## src/rtl/sgdmac_pkg.sv

```systemverilog
// Shared types for the SGDMAC AXI read multiplexer: FSM state encoding,
// downstream ID width and the per-master AR control bundle.
// Latency: n/a (types only). Backpressure: n/a.
package sgdmac_pkg;

   // Downstream ARID/RID width; the grant index is carried in this field.
   localparam int ID_W = 4;

   typedef enum logic [0:0] {
      ST_IDLE  = 1'b0,
      ST_ISSUE = 1'b1
   } state_t;

   // AR control fields of one master. The address lives outside the struct
   // because its width is a module parameter.
   typedef struct packed {
      logic [3:0] len;
      logic [2:0] size;
      logic [1:0] burst;
   } ar_req_t;

endpackage

```

## src/rtl/sgdmac_rr_picker.sv

```systemverilog
// Round-robin find-first: picks the first set request bit after 'last'.
// Latency: combinational. Backpressure: none, pure function of inputs.
// Ports: req (request vector), last (previous winner) -> gnt (winner), gnt_vld.
module sgdmac_rr_picker #(
   parameter int N  = 4,
   parameter int IW = (N > 1) ? $clog2(N) : 1
) (
   input  logic [N-1:0]  req,
   input  logic [IW-1:0] last,
   output logic [IW-1:0] gnt,
   output logic          gnt_vld
);

   logic [IW-1:0] idx;

   // Walk from the farthest candidate (last itself) to the nearest
   // (last+1) so the nearest requester overwrites any earlier hit.
   always_comb begin
      gnt     = last;
      gnt_vld = 1'b0;
      idx     = '0;
      for (int i = N; i >= 1; i--) begin
         idx = IW'((int'(last) + i) % N);
         if (req[idx]) begin
            gnt     = idx;
            gnt_vld = 1'b1;
         end
      end
   end

endmodule

```

## src/rtl/sgdmac_axi_rd_mux.sv

```systemverilog
// N-master AXI read mux: round-robin AR arbitration, R routed back by RID.
// Latency: grant registered, arvalid_o one cycle after a winner is seen; at most one AR per 2 cycles.
// Backpressure: AR grant and fields held while arready_i=0; R ready taken from the addressed master.
// Ports: m_ar*_i/m_arvalid_i/m_arready_o per-master AR; m_rvalid_o/m_rready_i per-master R
//        handshake; ar*_o/arvalid_o/arready_i downstream AR; rid_i/rlast_i/rvalid_i/rready_o
//        downstream R; bad_rid_o sticky unknown-RID flag; idle_o nothing in flight.
// Build option: define SGDMAC_OUTST_LIMIT_EN to cap outstanding bursts per master at MAX_OUTST.
module sgdmac_axi_rd_mux
   import sgdmac_pkg::*;
#(
   parameter int N_MASTER  = 4,
   parameter int ADDR_W    = 32,
   parameter int DATA_W    = 32,
   parameter int MAX_OUTST = 4
) (
   input  logic                       clk,
   input  logic                       rst,
   input  logic [N_MASTER*ADDR_W-1:0] m_araddr_i,
   input  logic [N_MASTER*4-1:0]      m_arlen_i,
   input  logic [N_MASTER*3-1:0]      m_arsize_i,
   input  logic [N_MASTER*2-1:0]      m_arburst_i,
   input  logic [N_MASTER-1:0]        m_arvalid_i,
   output logic [N_MASTER-1:0]        m_arready_o,
   output logic [N_MASTER-1:0]        m_rvalid_o,
   input  logic [N_MASTER-1:0]        m_rready_i,
   output logic [ID_W-1:0]            arid_o,
   output logic [ADDR_W-1:0]          araddr_o,
   output logic [3:0]                 arlen_o,
   output logic [2:0]                 arsize_o,
   output logic [1:0]                 arburst_o,
   output logic                       arvalid_o,
   input  logic                       arready_i,
   input  logic [ID_W-1:0]            rid_i,
   input  logic                       rlast_i,
   input  logic                       rvalid_i,
   output logic                       rready_o,
   output logic                       bad_rid_o,
   output logic                       idle_o
);

   localparam int GW = (N_MASTER > 1) ? $clog2(N_MASTER) : 1;

   state_t                state;
   // Current grant; it also serves as the round-robin pointer, hence the
   // reset value N_MASTER-1 so that master 0 is searched first.
   logic [GW-1:0]         grant;
   logic [GW-1:0]         pick;
   logic                  pick_vld;
   logic [N_MASTER-1:0]   elig;
   logic                  ar_hs;
   logic                  rid_ok;

   logic [ADDR_W-1:0]     addr_arr [N_MASTER];
   ar_req_t               req_arr  [N_MASTER];
   ar_req_t               req_sel;

   for (genvar k = 0; k < N_MASTER; k++) begin : g_unpack
      assign addr_arr[k]       = m_araddr_i[k*ADDR_W +: ADDR_W];
      assign req_arr[k].len    = m_arlen_i[k*4 +: 4];
      assign req_arr[k].size   = m_arsize_i[k*3 +: 3];
      assign req_arr[k].burst  = m_arburst_i[k*2 +: 2];
   end

   sgdmac_rr_picker #(.N(N_MASTER), .IW(GW)) u_picker (
      .req     (elig),
      .last    (grant),
      .gnt     (pick),
      .gnt_vld (pick_vld)
   );

   // ---------------- AR channel ----------------
   assign arvalid_o = (state == ST_ISSUE);
   assign ar_hs     = arvalid_o & arready_i;
   assign req_sel   = req_arr[grant];
   assign araddr_o  = addr_arr[grant];
   assign arlen_o   = req_sel.len;
   assign arsize_o  = req_sel.size;
   assign arburst_o = req_sel.burst;
   assign arid_o    = ID_W'(grant);

   always_comb begin
      m_arready_o        = '0;
      m_arready_o[grant] = ar_hs;
   end

   // Winner is only taken in IDLE; in ISSUE the grant is frozen until the
   // downstream accepts, whatever the other masters do.
   always_ff @(posedge clk) begin
      if (rst) begin
         state <= ST_IDLE;
         grant <= GW'(N_MASTER - 1);
      end else if (state == ST_IDLE) begin
         if (pick_vld) begin
            state <= ST_ISSUE;
            grant <= pick;
         end
      end else if (arready_i) begin
         state <= ST_IDLE;
      end
   end

   // ---------------- R channel ----------------
   assign rid_ok = ({1'b0, rid_i} < 5'(N_MASTER));

   // Unknown RIDs are drained (rready_o=1) so a stray beat cannot wedge the bus.
   always_comb begin
      m_rvalid_o = '0;
      rready_o   = 1'b1;
      for (int k = 0; k < N_MASTER; k++) begin
         if (rid_i == ID_W'(k)) begin
            m_rvalid_o[k] = rvalid_i;
            rready_o      = m_rready_i[k];
         end
      end
   end

   always_ff @(posedge clk) begin
      if (rst) begin
         bad_rid_o <= 1'b0;
      end else if (rvalid_i & ~rid_ok) begin
         bad_rid_o <= 1'b1;
      end
   end

   // ---------------- Outstanding tracking ----------------
`ifdef SGDMAC_OUTST_LIMIT_EN
   localparam int CW = $clog2(MAX_OUTST + 1);

   logic [N_MASTER-1:0] full;
   logic [N_MASTER-1:0] busy;

   for (genvar k = 0; k < N_MASTER; k++) begin : g_cnt
      logic [CW-1:0] cnt;
      logic          inc;
      logic          dec;

      assign inc = ar_hs & (grant == GW'(k));
      assign dec = rvalid_i & rready_o & rlast_i & (rid_i == ID_W'(k));

      // A burst issued and one completed in the same cycle cancel out.
      always_ff @(posedge clk) begin
         if (rst) begin
            cnt <= '0;
         end else if (inc & ~dec) begin
            cnt <= cnt + CW'(1);
         end else if (dec & ~inc) begin
            cnt <= cnt - CW'(1);
         end
      end

      assign full[k] = (cnt == CW'(MAX_OUTST));
      assign busy[k] = (cnt != '0);
   end

   assign elig   = m_arvalid_i & ~full;
   assign idle_o = ~arvalid_o & ~(|busy);
`else
   logic unused_cfg;

   assign elig       = m_arvalid_i;
   assign idle_o     = ~arvalid_o;
   assign unused_cfg = rlast_i ^ (MAX_OUTST > 0);
`endif

endmodule
```

## config.mk

```make
export PLATFORM = sky130hd
export DESIGN_NAME = sgdmac_axi_rd_mux
export DESIGN_NICKNAME = d
export VERILOG_FILES = /design/src/rtl/sgdmac_pkg.sv /design/src/rtl/sgdmac_rr_picker.sv /design/src/rtl/sgdmac_axi_rd_mux.sv
export SDC_FILE = /design/constraint.sdc
export NUM_CORES = 1
export LEC_CHECK = 0
export CAP_MARGIN = 0
export CORE_AREA = 2 2 91 93
export DETAILED_ROUTE_END_ITERATION = 10
export DIE_AREA = 0 0 93 95
export PLACE_DENSITY = 0.73
export SKIP_CTS_REPAIR_TIMING = 1
export SLEW_MARGIN = 10
export SYNTH_ARGS = -nofsm -noshare
export SYNTH_HDL_FRONTEND = slang
export SYNTH_SLANG_ARGS = --single-unit
```

## constraint.sdc

```tcl
create_clock -name clk -period 2 [get_ports clk]
set_clock_uncertainty 0.15 [all_clocks]
set_input_delay 0.4 -clock clk [delete_from_list [all_inputs] [get_ports clk]]
set_output_delay 0.4 -clock clk [all_outputs]
set_load 0.05 [all_outputs]
```

==> results <==
-- kinds of logic after synthesis --
family	Yosys count	synth area share (%)
adder cells (fa/ha/maj)	4	3.45
AO/OA/AOI/OAI	9	4.57
multiplexers	47	70.9
buffers and inverters	17	6.55
AND/OR/NAND/NOR	23	8.79
other	1	0.258
flip-flops	4	5.52
-- registers in the layout, summed over array words and instances (netlist names) --
name       cells
bad_rid_o      1
arvalid_o      1
grant          2
-- metal layers --
| layer | GRT usage [%] | wire, µm |
|---|---|---|
| met5 | 0 | 0 |
| met1 | 17.7 | 2740 |
| met4 | 2.94 | 85 |
| met3 | 5.19 | 768 |
| met2 | 30.3 | 4360 |
-- metrics by stage --
stage / utilization (%) / worst slack [ps]
finish: 54.2 / -72.3
floorplan: - / -136
CTS: 51.1 / -463
detailed placement: 50.6 / -459
global placement: 50.6 / -457
global route: 54.2 / -122
-- final timing paths --
path,start,endpoint
min reg2reg,bad_rid_o,bad_rid_o
max,grant[0],m_arready_o[3]
max reg2reg,grant[0],grant[0]
min,bad_rid_o,bad_rid_o
-- worst reg2reg max path, cell delays in order, from the launching register on --
cell and delay (ps):
dfxtp_4 390, buf_4 130, buf_12 100, buf_12 120, mux4_1 540, nor2b_1 160, nor4_2 170, mux2i_1 200
-- cell type report --
cell class / instances / area (µm²)
Inverter: 4 / 17.5
Fill cell: 686 / 3630
Sequential cell: 4 / 85.1
Tap cell: 105 / 131
Timing Repair Buffer: 251 / 2680
Multi-Input combinational cell: 85 / 1350
Clock buffer: 4 / 45.0
-- cells in the final DEF (no fill, tap or decap), drive strengths merged, types with 2 or more instances in the layout --
master         count
dlymetal6s2s       4
clkdlybuf4s50    170
inv                4
ha                 4
nor2               7
a21oi              2
nor3b              2
buf               73
clkbuf             8
nor3               2
conb               2
and3               6
mux4              44
nor2b              2
dfxtp              4
mux2i              3
nand2              2
-- power by group --
group	switching, mW	leakage [nW]	internal (mW)
sequential	0.0319	0.0333	0.0997
combinational	1.70	1.71	1.58
clock	0.0575	0.0228	0.137
total	1.79	1.77	1.82
==> results.md <==
* Status: complete, but fails checks
* Violated checks: negative setup slack
* Setup violators final at 45
* Post-synth ARST share at 0%
* Largest net degree at the start of global routing at 22
* Hold Slack at around 300 ps
* Delay-heaviest family, CP: buffers and inverters
* PortBufs at between 200 and 250
* 1st-pass router iterations at 4
* Initial antenna violation count at 0
* Worst vdd ir at 0.000409 V
* CP dominant cell by count: buf_12
* Setup ws final at -72.3 ps
* #FFs+latches synth at 4
* Worst hold path type: register to register
* Vias in the first global route at between 2000 and 2500
* Crit path time final at around 2100 ps
* Post-synth cell types at 27
* Tot GR Track Use at between 15 and 20%
* Yosys warning count at 0
* Synthesized area per cell at about 14 µm²
* Setup_tns at -2150 ps
* Root buffer cell: clkbuf_8
* Routed WL per cell at between 15 and 20 µm
* Post-route ant nets at 0
* Global route total overflow at 0
* I/O pin cnt at between 200 and 250
* Slowest stage cell, crit path: dfxtp_4
* CP Depth at 6
* Std-Cell Rows at 33
* Crit path cell chain: buf_4 > buf_12 > buf_12 > ha_1 > and3_4 > buf_12
* R2R Setup Slk at -40 ps
* Max-slew violations at 0
* Post-DP Area at roughly 4000 µm²
* CTS clk-pin slew, worst paths at roughly 40 ps
* Dominant cell by count in the synthesized netlist: mux4_2
* CTS Buf Count at 3
* Placer Congestion at 0.830
* Clk Latency, worst-skew pair at roughly 230 ps
* Leakage at roughly 1.8 nW
* Fin area at between 4000 and 5000 µm²
* Iteration-0 DRC Markers at between 40 and 50
* Drt via density at ~4.5
* Worst EP arrival at 1520 ps
* Capturing element type of the critical path: output pin
* Non-filler cells, final at roughly 450
* CP max stage delay at 370 ps
* Area leader, netlist: mux4_2
* HPWL Detailed at 6840 µm
* Die Wd at approximately 93 µm
* Number of cells produced by synthesis at about 110
* Top-area cell type share of the netlist area at between 60% and 70%
* Die Y at between 90 and 100 µm
* Synthesized cell area at between 1000 and 1500 µm²
* CP required at 1450 ps
* Synth area leaders: mux4_2 (65%), dfxtp_1 (5.5%), mux4_1 (3.6%), ha_1 (3.4%), buf_4 (3.1%)
* Placed Instances at 447
* PwrDens at about 840 nW/µm²
* Max Clk Rate at a little under 0.5 GHz
* Worst hold path cell count at 2
* Buffer depth of the longest clock path at 2
* R2R depth at 7
* Final Hold Vio Count at 0
* Commonest cells post-synth: mux4_2 (42), nor2_1 (7), and3_1 (6), buf_4 (6), clkbuf_1 (5)
* # diodes at 0
* Register area share after synthesis at 5.52%
* CP Class: register to output pin
* Buf+Inv Stages, Crit Path at 4
* CTS tree: built
* Die Area at between 8000 and 9000 µm²
* Placeable Area at a little under 8000 µm²
* Final period util at 104%
* First-pass GRT wire length at about 11000 µm
* MaxCap Viol Count at 0
* DRC Markers at 0
* Fraction of layout cells with a size suffix above 1 at about two fifths
* H-tree depth at 1
* Final Power at ~3.6 mW
* Post-synth EDFFs at 0
* Dominant synthesized flop cell: dfxtp_1
* Initial Utilization at a little under a fifth
* RSZ-0062 raised after global routing: yes
* P&R area growth vs syn at 196%
* Via count at 2059
* Final wirelength at approximately 8000 µm
* CP Max Fanout at 9
* Clock Sinks at 4
* Startpoint types: register
* Final net count at 534
(Power assumes the default switching activity.)
